==> src/rtl/can_rx_crc_sequencer_if.sv <==
// Receive-side bit stream and result signals between the frame controller and the CRC sequencer.
interface can_rx_crc_sequencer_if;
    logic        bit_in;
    logic        bit_valid;
    logic        frame_abort;
    logic        busy;
    logic [3:0]  dlc;
    logic [14:0] calc_crc;
    logic [14:0] rx_crc;
    logic        crc_ok;
    logic        crc_err;
    logic        form_err;

    modport master (
        output bit_in, bit_valid, frame_abort,
        input  busy, dlc, calc_crc, rx_crc, crc_ok, crc_err, form_err
    );

    modport slave (
        input  bit_in, bit_valid, frame_abort,
        output busy, dlc, calc_crc, rx_crc, crc_ok, crc_err, form_err
    );
endinterface

==> src/rtl/can_rx_crc_sequencer.sv <==
// CAN base-frame receive CRC sequencer: walks SOF..DELIM on the de-stuffed bit stream,
// runs the 15-bit CRC over SOF..DATA and reports ok / CRC error / form error.
module can_rx_crc_sequencer #(
    parameter logic [14:0] POLY      = 15'h4599,
    parameter int unsigned MAX_BYTES = 8
) (
    input logic                   clk,
    input logic                   rst,
    can_rx_crc_sequencer_if.slave bus
);
    typedef enum logic [2:0] {IDLE, ARB, CTRL, DATA, CRC, DELIM} state_t;

    state_t      state, state_next;
    logic [6:0]  cnt, cnt_next, data_last;
    logic        rtr;
    logic [3:0]  ctrl_sh, dlc_q, dlc_new, dlc_clamped;
    logic [6:0]  nbits;
    logic [14:0] calc_q, rx_q, crc_base, crc_next;
    logic        ok_q, err_q, ferr_q;
    logic        sof, crc_step, shift_rx, shift_ctrl, latch_rtr, latch_dlc;
    logic        ok_n, err_n, ferr_n;

    // Data length is derived from the DLC nibble as it completes, so DATA can start next edge.
    always_comb begin
        dlc_new     = {ctrl_sh[2:0], bus.bit_in};
        dlc_clamped = (dlc_new > 4'(MAX_BYTES)) ? 4'(MAX_BYTES) : dlc_new;
        nbits       = rtr ? '0 : {dlc_clamped, 3'b000};
        crc_base    = sof ? '0 : calc_q;
        crc_next    = {crc_base[13:0], 1'b0} ^ ((bus.bit_in ^ crc_base[14]) ? POLY : '0);
    end

    always_comb begin
        state_next = state;
        cnt_next   = cnt + 7'd1;
        sof        = 1'b0;
        crc_step   = 1'b0;
        shift_rx   = 1'b0;
        shift_ctrl = 1'b0;
        latch_rtr  = 1'b0;
        latch_dlc  = 1'b0;
        ok_n       = 1'b0;
        err_n      = 1'b0;
        ferr_n     = 1'b0;
        if (bus.frame_abort) begin
            state_next = IDLE;
        end else if (bus.bit_valid) begin
            unique case (state)
                IDLE: begin
                    if (!bus.bit_in) begin
                        sof        = 1'b1;
                        crc_step   = 1'b1;
                        state_next = ARB;
                    end
                end
                ARB: begin
                    crc_step = 1'b1;
                    if (cnt == 7'd11) begin
                        latch_rtr  = 1'b1;
                        state_next = CTRL;
                    end
                end
                CTRL: begin
                    crc_step   = 1'b1;
                    shift_ctrl = 1'b1;
                    if (cnt == 7'd0 && bus.bit_in) begin
                        ferr_n     = 1'b1;
                        state_next = IDLE;
                    end else if (cnt == 7'd5) begin
                        latch_dlc  = 1'b1;
                        state_next = (nbits == '0) ? CRC : DATA;
                    end
                end
                DATA: begin
                    crc_step = 1'b1;
                    if (cnt == data_last) state_next = CRC;
                end
                CRC: begin
                    shift_rx = 1'b1;
                    if (cnt == 7'd14) state_next = DELIM;
                end
                DELIM: begin
                    err_n      = (rx_q != calc_q);
                    ferr_n     = !bus.bit_in;
                    ok_n       = (rx_q == calc_q) && bus.bit_in;
                    state_next = IDLE;
                end
                default: state_next = IDLE;
            endcase
        end else begin
            cnt_next = cnt;
        end
        if (state_next != state) cnt_next = '0;
    end

    always_ff @(posedge clk) begin
        if (rst) begin
            state     <= IDLE;
            cnt       <= '0;
            rtr       <= 1'b0;
            ctrl_sh   <= '0;
            dlc_q     <= '0;
            data_last <= '0;
            calc_q    <= '0;
            rx_q      <= '0;
            ok_q      <= 1'b0;
            err_q     <= 1'b0;
            ferr_q    <= 1'b0;
        end else begin
            state  <= state_next;
            cnt    <= cnt_next;
            ok_q   <= ok_n;
            err_q  <= err_n;
            ferr_q <= ferr_n;
            if (crc_step)   calc_q  <= crc_next;
            if (sof)        rx_q    <= '0;
            if (shift_rx)   rx_q    <= {rx_q[13:0], bus.bit_in};
            if (latch_rtr)  rtr     <= bus.bit_in;
            if (shift_ctrl) ctrl_sh <= {ctrl_sh[2:0], bus.bit_in};
            if (latch_dlc) begin
                dlc_q     <= dlc_new;
                data_last <= nbits - 7'd1;
            end
        end
    end

    assign bus.busy     = (state != IDLE);
    assign bus.dlc      = dlc_q;
    assign bus.calc_crc = calc_q;
    assign bus.rx_crc   = rx_q;
    assign bus.crc_ok   = ok_q;
    assign bus.crc_err  = err_q;
    assign bus.form_err = ferr_q;
endmodule
==> src/flat_wrapper.sv <==
// flat-port wrapper written by rule: the top's interface ports become plain ports
module can_rx_crc_sequencer_flat 
#(
    parameter logic [14:0] POLY      = 15'h4599,
    parameter int unsigned MAX_BYTES = 8
)
  (clk, rst, bus_bit_in, bus_bit_valid, bus_frame_abort, bus_busy, bus_dlc, bus_calc_crc, bus_rx_crc, bus_crc_ok, bus_crc_err, bus_form_err);
  can_rx_crc_sequencer_if bus_i ();
  input logic clk;
  input logic rst;
  input wire logic [$bits(bus_i.bit_in)-1:0] bus_bit_in;
  input wire logic [$bits(bus_i.bit_valid)-1:0] bus_bit_valid;
  input wire logic [$bits(bus_i.frame_abort)-1:0] bus_frame_abort;
  output wire logic [$bits(bus_i.busy)-1:0] bus_busy;
  output wire logic [$bits(bus_i.dlc)-1:0] bus_dlc;
  output wire logic [$bits(bus_i.calc_crc)-1:0] bus_calc_crc;
  output wire logic [$bits(bus_i.rx_crc)-1:0] bus_rx_crc;
  output wire logic [$bits(bus_i.crc_ok)-1:0] bus_crc_ok;
  output wire logic [$bits(bus_i.crc_err)-1:0] bus_crc_err;
  output wire logic [$bits(bus_i.form_err)-1:0] bus_form_err;
  assign bus_i.bit_in = bus_bit_in;
  assign bus_i.bit_valid = bus_bit_valid;
  assign bus_i.frame_abort = bus_frame_abort;
  assign bus_busy = bus_i.busy;
  assign bus_dlc = bus_i.dlc;
  assign bus_calc_crc = bus_i.calc_crc;
  assign bus_rx_crc = bus_i.rx_crc;
  assign bus_crc_ok = bus_i.crc_ok;
  assign bus_crc_err = bus_i.crc_err;
  assign bus_form_err = bus_i.form_err;
  can_rx_crc_sequencer #(.POLY(POLY), .MAX_BYTES(MAX_BYTES)) u_core (.clk(clk), .rst(rst), .bus(bus_i));
endmodule
==> config.mk <==
export PLATFORM = sky130hd
export DESIGN_NAME = can_rx_crc_sequencer_flat
export DESIGN_NICKNAME = d
export VERILOG_FILES = /design/src/rtl/can_rx_crc_sequencer_if.sv /design/src/rtl/can_rx_crc_sequencer.sv /design/src/flat_wrapper.sv
export SDC_FILE = /design/constraint.sdc
export NUM_CORES = 1
export LEC_CHECK = 0
export BUFFER_PORTS_ARGS = -buffer_cell sky130_fd_sc_hd__clkbuf_2
export CAP_MARGIN = 25
export CORE_ASPECT_RATIO = 0.9
export CORE_UTILIZATION = 55
export CTS_BUF_LIST = sky130_fd_sc_hd__clkbuf_4
export DETAILED_ROUTE_END_ITERATION = 10
export GPL_TIMING_DRIVEN = 0
export PLACE_DENSITY = 0.85
export SLEW_MARGIN = 20
export SYNTH_ARGS = -nofsm -noshare
export SYNTH_HDL_FRONTEND = slang
export SYNTH_SLANG_ARGS = --single-unit
==> constraint.sdc <==
create_clock -name clk -period 2.51 [get_ports clk]
set_input_delay 0 -clock clk [delete_from_list [all_inputs] [get_ports clk]]
set_output_delay 0 -clock clk [all_outputs]
set_load 0.03 [all_outputs]
# After elaboration in Yosys (flattened, before gate mapping)
# Index checks and enable logic that the tools add are counted.
[op_classes] magnitude_cmp=1 muxes=42 eq_ne=12 bitwise=4 n_reduce_logical=13 add_sub_neg=2
[ops] op="$mux W15" n=4
[ops] op="$mux W3" n=9
[ops] op="$mux W1" n=22
[ops] op="$mux W7" n=3
[ops] op="$eq A15 B15 Y1" n=1
[ops] op="$ne A15 B15 Y1" n=1
[ops] op="$pmux W3 S5" n=1
[ops] op="$xor A15 B15 Y15" n=1
[ops] op="$eq A7 B4 Y1 const B" n=2
[ops] op="$logic_not A7 Y1" n=2
[ops] op="$add A7 B1 Y7 const B" n=1
[ops] op="$eq A7 B3 Y1 const B" n=1
[ops] op="$eq A7 B7 Y1" n=1
[ops] op="$sub A7 B1 Y7 const B" n=1
[ops] op="$eq A3 B2 Y1 const B" n=2
[ops] op="$eq A3 B3 Y1 const B" n=2
[ops] op="$reduce_or A3 Y1" n=2
[ops] op="$gt A4 B4 Y1 const B" n=1
[ops] op="$mux W4" n=1
[ops] op="$pmux W1 S2" n=2
[ops] op="$reduce_bool A2 Y1" n=2
[ops] op="$reduce_or A4 Y1" n=1
[ops] op="$eq A3 B1 Y1 const B" n=1
[ops] op="$logic_not A3 Y1" n=1
[ops] op="other kinds (7)" n=9
[totals] word_cells=85 input_bits=5 register_bits=58 output_inout_bits=38

# Longest topological paths before layout
# Gate-level depths: netlist (run 1).
[logic_depth] ltp_word=12 mapped_depth=10 mapped_depth_nobuf=8

# Worst setup path before layout (run 1)
# OpenSTA, ideal clock, no wires.
[synth_timing] path_kind="register to register" startpoint="reg u_core.cnt[4]" endpoint="reg u_core.cnt[1]" arrival_time_ps=2014 path_buffers=1 setup_slack_ps=409 synth_period_minus_slack_ps=2101 path_stages_with_launch=8 t_required_ps=2423 setup_time_ps=87 cell_sequence="dfxtp_1 > or3_4 > or4_1 > a22oi_2 > o31ai_1 > and3_1 > buf_6 > nor4b_4"
[synth_between] elab_chain_len=8 word_cells_on_any_way=16 cone_classes="5 x eq/ne; 8 x mux; 3 x reduce/logical"
[synth_rtl] item="from (decl)" line="can_rx_crc_sequencer.sv:14" text="logic [6:0] cnt, cnt_next, data_last;"
[synth_rtl] item="from (signal assigned)" line="can_rx_crc_sequencer.sv:110" text="cnt <= cnt_next;"
[synth_rtl] item="$eq A7 B3 Y1 or $logic_not A7 Y1 (tied branches)" line="can_rx_crc_sequencer.sv:68, can_rx_crc_sequencer.sv:65"
[synth_rtl] item="$mux W3 or $logic_and A1 B1 Y1 (tied branches)" line="can_rx_crc_sequencer.sv:68, can_rx_crc_sequencer.sv:65"
[synth_rtl] item="$mux W3" line="can_rx_crc_sequencer.sv:65" text="if (cnt == 7'd0 && bus.bit_in) begin"
[synth_rtl] item="$pmux W3 S5 (*)" line="can_rx_crc_sequencer.sv:47" text="unique case (state)"
[synth_rtl] item="$mux W3 (*)" line="can_rx_crc_sequencer.sv:46" text="end else if (bus.bit_valid) begin"
[synth_rtl] item="$mux W3 (*)" line="can_rx_crc_sequencer.sv:44" text="if (bus.frame_abort) begin"
[synth_rtl] item="$ne A3 B3 Y1 (*)" line="can_rx_crc_sequencer.sv:92" text="if (state_next != state) cnt_next = '0;"
[synth_rtl] item="$reduce_or A2 Y1 (no line) (*)"
# Mark *: on every way between the ends. The rest lies on a longest branch, timed or not.
# A chain may end at the register's enable or synchronous reset.

# Final worst setup path (run 1)
[layout_timing] startpoint="reg u_core.cnt[3]" endpoint="reg u_core.cnt[5]"
[layout_between] elab_chain_len=8 word_cells_on_any_way=19 cone_classes="1 x add/sub; 5 x eq/ne; 10 x mux; 3 x reduce/logical"
[layout_rtl] item="$eq A7 B3 Y1 or $logic_not A7 Y1 (tied branches)" line="can_rx_crc_sequencer.sv:68, can_rx_crc_sequencer.sv:65"
[layout_rtl] item="$mux W3 or $logic_and A1 B1 Y1 (tied branches)" line="can_rx_crc_sequencer.sv:68, can_rx_crc_sequencer.sv:65"
[layout_rtl] item="$mux W3" line="can_rx_crc_sequencer.sv:65"
[layout_rtl] item="$pmux W3 S5" line="can_rx_crc_sequencer.sv:47"
[layout_rtl] item="$mux W3" line="can_rx_crc_sequencer.sv:46"
[layout_rtl] item="$mux W3" line="can_rx_crc_sequencer.sv:44"
[layout_rtl] item="$ne A3 B3 Y1" line="can_rx_crc_sequencer.sv:92"
[layout_rtl] item="$reduce_or A2 Y1 (no line)"
# Parallel ways exist; a longest one is shown, timed or not. The select of a mux whose other input is x is not followed.

==> results of run 1 <==
[cells in the final DEF (no fill, tap or decap), drive strengths merged, types with 3 or more instances in the layout]
| master | netlist | final |
|---|---|---|
| a211oi | 4 | 4 |
| a21oi | 8 | 8 |
| a22oi | 32 | 32 |
| and3 | 3 | 3 |
| clkbuf | 19 | 66 |
| dfxtp | 56 | 56 |
| dlygate4sd3 | 0 | 3 |
| ha | 5 | 5 |
| inv | 6 | 6 |
| mux2i | 7 | 7 |
| nand2 | 25 | 25 |
| nand2b | 4 | 4 |
| nand3 | 6 | 6 |
| nand4 | 6 | 6 |
| nor2 | 57 | 57 |
| nor3 | 7 | 7 |
| nor3b | 3 | 3 |
| nor4 | 6 | 6 |
| o21ai | 8 | 8 |
| or3 | 3 | 3 |
| xnor2 | 24 | 24 |
| xor2 | 8 | 8 |
[sequential cells by signal, summed over array words and instances (netlist names)]
register,count
u_core.cnt,7
u_core.rtr,1
u_core.bus.rx_crc,15
u_core.ctrl_sh,3
u_core.state,3
u_core.bus.form_err,1
u_core.data_last,5
u_core.bus.crc_err,1
u_core.bus.dlc,4
u_core.bus.calc_crc,15
u_core.bus.crc_ok,1
[per-stage QoR]
stage	setup slack [ps]	hold slack, ps
floorplan	409	89.7
global placement	168	298
detailed placement	170	303
CTS	150	272
global route	61.9	339
finish	157	290
[worst paths after layout]
check / start / end / slack, ps
hold / removal: bus_bit_in / u_core.bus.form_err / 290
setup reg to reg: u_core.cnt[3] / u_core.cnt[5] / 160
setup / recovery: u_core.cnt[3] / u_core.cnt[5] / 160
hold reg to reg: u_core.data_last[2] / u_core.data_last[2] / 520
[timing repair]
item / in CTS / in global routing
buffers inserted: 0 / 0
endpoints found under the setup margin: 0 / 5
hold endpoints to repair: 2 / 0
gates resized for setup: 0 / 1
hold buffers: 3 / 0
[layer usage]
layer | up-vias | track usage, % | wire length [microns]
met5 | - | 0 | 0
met4 | 0 | 9.83 | 114
met3 | 11 | 4.74 | 346
met2 | 83 | 37.7 | 2890
met1 | 1191 | 35.6 | 3120
li1 | 1228 | - | -
[worst max-delay path, cell delays in order, from the launching register on]
cell	delay, ps
dfxtp_1	330
clkbuf_1	190
nor4_1	580
nand2_1	200
and3b_1	290
o31ai_1	100
and3_1	200
buf_6	140
nor4b_4	250
[final cells by class]
cell class                 count  area (sq um)
clock buffer                   6          45.0
inverter                       6          22.5
sequential                    56          1120
timing repair buffer          44           235
buffer                        21          87.6
fill                         426          1710
clock inverter                 1          5.00
multi-input combinational    240          1530
tap                           65          81.3
[report_power, final]
group | switching (mW) | internal [mW]
Clock | 0.266 | 0.115
Combinational | 0.0809 | 0.0440
Sequential | 0.0109 | 0.895
Total | 0.358 | 1.05
[cells by family (layout without fill, tap and decap cells)]
group	after synthesis	after routing	synth area share [%]
flip-flops	56	56	40.7
AO/OA/AOI/OAI	61	61	15.6
buffers and inverters	27	78	3.99
XOR/XNOR	32	32	10.2
adder cells (fa/ha/maj)	5	5	2.27
AND/OR/NAND/NOR	134	134	24.4
multiplexers	8	8	2.95
==> results.yml, run 1 <==
run_status:
  outcome: "finished clean"
logic_synthesis:
  syn-num-nets: 333
  synthTopCellsByArea: "dfxtp_1 (41%), a22oi_1 (8.4%), nor2_1 (7.8%)"
  synth_top_area_cell: "dfxtp_1"
  synthCells: 323
  ys_types: 44
  synth_top_area_share_pct: 40.7
  ys.flop_type: "dfxtp_1"
  seq_area_frac_synth_pct: 40.7
  ys_seq_elements: 56
  postSynthAreaPerCell_sq_um: 8.54
  yosysWarnings: 0
  yosys-top-cells-count: "nor2_1 (57), dfxtp_1 (56), a22oi_1 (31), nand2_1 (25), xnor2_1 (24)"
  async_reset_ff_share_pct: 0
  synth_most_common_cell: "nor2_1"
  syn-cell-area_sq_um: 2760
  synth_edf_count: 0
cts:
  numClockSinks: 56
  htreeDepth: 2
  clkTransAtPathRegs_ps: 150
  numCtsBuffers: 5
  clock_path_buffers: 2
  cts_tree: "done"
  clk-insertion-delay-late_ps: 390
  ctsRootBufferMaster: "clkbuf_4"
critical_path:
  required_ps: 2830
  critical_path_arrival_ps: 2670
  critical_path_class: "flop to flop"
  startpoint_type: "flop"
  rr_worst_depth: 8
  crit_path_end_kind: "flop"
  critical_path.max_fanout: 7
sta:
  worstMarginPinSlew_ps: 664
  hold_viol: 0
  slew_headroom_pct: 55.6
  totalNegativeSetupSlack_ps: 0
  fmax_ghz: 0.425
  fin_crit_ps: 2350
  timing.final.max_slew_violations: 0
  fin_skew_ps: 13.3
  finalCritPeriodShare_pct: 93.7
  rsz0062_at_grt: "false"
  setup_viol: 0
min_path:
  min_path_type: "input pin to flop"
  worstHoldPathCells: 4
drt:
  dr_total_vias: 2513
  firstDrtPassIters: 7
  vias_per_cell: 5.72
  wire_per_inst_microns: 14.7
  routed_wl_mm: 6.47
  final_antenna_net_count: 0
  drcViolationCount: 0
  drt_iter0_markers: 194
final_layout:
  layout.nets: 384
  syn2layout_area_growth_pct: 13.5
  layout.cells.non_filler: 439
  drive_above_1_share_pct: 15.8
  n_antenna_cell: 0
  final_cell_area_sq_um: 3130
  fin_util_pct: 64.7
floorplan:
  start_util_pct: 57.0
  die_x_microns: 76.6
  row_count: 24
  ios: 43
  coreArea_sq_um: 4830
  die_y_microns: 69.2
  dieArea_sq_um: 5300
power_and_ir_drop:
  power.density_nw_per_um2: 451
  leakagePower_nw: 1.20
  total_power_mw: 1.41
  ir_worst_vdd_uv: 287
grt:
  grt_use_total_pct: 25.1
  antenna_found_initial: 0
  grt_pass1_vias: 2192
  grt_max_degree: 16
  grt_overflow: 0
  grt_pass1_wl_mm: 10.7
placement:
  hpwl_mm: 4.67
  gp_congestion: 0.909
  io_buffers: 41
  placed_cells: 429
  dpl_cell_area_sq_um: 3040
run:
  maxCapViolations: 0
(Power assumes the default switching activity.)
==> run 2, diff against run 1 <==
- CTS_BUF_LIST: sky130_fd_sc_hd__clkbuf_4 -> default
==> run 2 against run 1 <==
Clock skew is 5.4 ps lower. Sequential share of layout area is 0.086 points lower. Combinational power hardly changed. Utilization is 0.16 points higher. Die area stayed put. Non-clock buffer count is 2 lower. Flip-flop and latch count stayed put. Critical endpoint unchanged. Largest power group unchanged.
==> results.yml, run 2 (synthesis results as in run 1) <==
final_layout:
  syn2layout_area_growth_pct: 13.7
  fill_cells: 412
  final_cell_area_sq_um: 3140
  drive_above_1_share_pct: 15.6
  final_cell_mix: "nor2_1 (57), dfxtp_1 (56), clkbuf_2 (41)"
  n_antenna_cell: 0
  layout.nets: 382
  final_common_cell: "nor2_1"
cts:
  htreeDepth: 2
  ctsRootBufferMaster: "clkbuf_8"
  post_cts_buffers: 0
  clock_path_buffers: 2
  numCtsBuffers: 5
  clk-insertion-delay-late_ps: 300
  cts_tree: "done"
  numClockSinks: 56
  clkTransAtPathRegs_ps: 100
power_and_ir_drop:
  p_comb_share_pct: 8.2
  pwr-share-seq_pct: 60.5
  leakagePower_nw: 1.20
  ir_worst_vdd_uv: 308
  p_int_mw: 1.13
  power.switching_mw: 0.367
  power.density_nw_per_um2: 476
  pwr-share-clk_pct: 31.2
  switching_share_pct: 24.6
min_path:
  worstHoldPathCells: 2
  min_path_type: "input pin to flop"
floorplan:
  coreArea_sq_um: 4830
  die_x_microns: 76.6
  row_count: 24
  dieArea_sq_um: 5300
  die_y_microns: 69.2
  ios: 43
  start_util_pct: 57.0
drt:
  wire_per_inst_microns: 14.9
  final_antenna_net_count: 0
  highest_layer: "met4"
  drt_iter0_markers: 203
  firstDrtPassIters: 7
  wl_met2_mm: 2.96
  routed_wl_mm: 6.52
  met1_length_mm: 3.16
  vias_per_cell: 5.79
  drcViolationCount: 0
  wl_met3_microns: 355
  dr_total_vias: 2529
sta:
  worstMarginPinSlew_ps: 655
  fmax_ghz: 0.425
  totalNegativeSetupSlack_ps: 0
  hold_viol: 0
  fin_skew_ps: 7.89
  setup_viol: 0
  finalCritPeriodShare_pct: 93.7
  rsz0062_at_grt: "false"
  timing.final.max_slew_violations: 0
  fin_crit_ps: 2350
  fin_hold_ws_ps: 34.3
  slew_headroom_pct: 56.2
grt:
  grt_overflow: 0
  grt_max_degree: 16
  grt_pass1_wl_mm: 10.7
  grt_pass1_vias: 2195
  grt_use_total_pct: 24.7
  antenna_found_initial: 0
placement:
  gp_congestion: 0.909
  hpwl_mm: 4.67
  io_buffers: 41
  dpl_cell_area_sq_um: 3040
critical_path:
  startpoint_type: "flop"
  crit_path_end_kind: "flop"
  rr_worst_depth: 8
  critical_path.max_fanout: 7
  required_ps: 2740
  critical_path_arrival_ps: 2580
  critical_path_class: "flop to flop"
run_status:
  outcome: "finished clean"
run:
  maxCapViolations: 0
[run 2: worst paths after layout]
| kind | from | end | slack, ps |
|---|---|---|---|
| worst max-delay path | u_core.cnt[3] | u_core.cnt[5] | 160 |
| worst min-delay path | bus_bit_valid | u_core.state[2] | 30 |
| worst max register to register | u_core.cnt[3] | u_core.cnt[5] | 160 |
| worst min register to register | u_core.bus.dlc[0] | u_core.bus.dlc[0] | 510 |
[run 2: final cells by class]
cell class	count	area, sq um	share of cell area (%)
inverter	6	22.5	0.718
timing repair buffer	42	215	6.86
multi-input combinational	240	1530	48.8
clock inverter	1	5.00	0.160
sequential	56	1120	35.7
clock buffer	6	72.6	2.31
buffer	21	87.6	2.79
tap	65	81.3	2.59
[run 2: through the flow]
step | std cells | worst slack (ps) | utilization, % | total power [mW]
floorplan | 323 | 409 | - | 1.01
global placement | 429 | 168 | 63.0 | 1.04
detailed placement | 429 | 170 | 63.0 | 1.04
CTS | 437 | 143 | 64.8 | 1.49
global route | 437 | 72.8 | 64.9 | 1.55
finish | 437 | 158 | 64.9 | 1.49
[run 2: what timing repair did]
| item | in CTS | in global routing |
|---|---|---|
| endpoints found under the hold margin | 1 | 0 |
| setup endpoints to repair | 0 | 5 |
| resized for setup | 0 | 1 |
| hold buffers | 1 | 0 |
[run 2: critical path, cell delays in order, from the launching register on]
cell and delay, ps:
dfxtp_1 310, clkbuf_1 190, nor4_1 580, nand2_1 210, and3b_1 300, o31ai_1 100, and3_1 200, buf_6 140
nor4b_4 250
[run 2: per-layer routing]
layer  up-vias  global-route usage, %
li1       1223                      -
met1      1196                   35.9
met2       100                   37.8
met3        10                   4.34
met4         0                   6.62
met5         -                      0
[run 2: power groups by stage]
stage               Combinational, mW  Clock (mW)  Sequential, mW
detailed placement              0.119           0           0.925
global route                    0.137       0.506           0.906
floorplan                      0.0875           0           0.924
global placement                0.116           0           0.924
CTS                             0.121       0.466           0.904
finish                          0.123       0.467           0.904
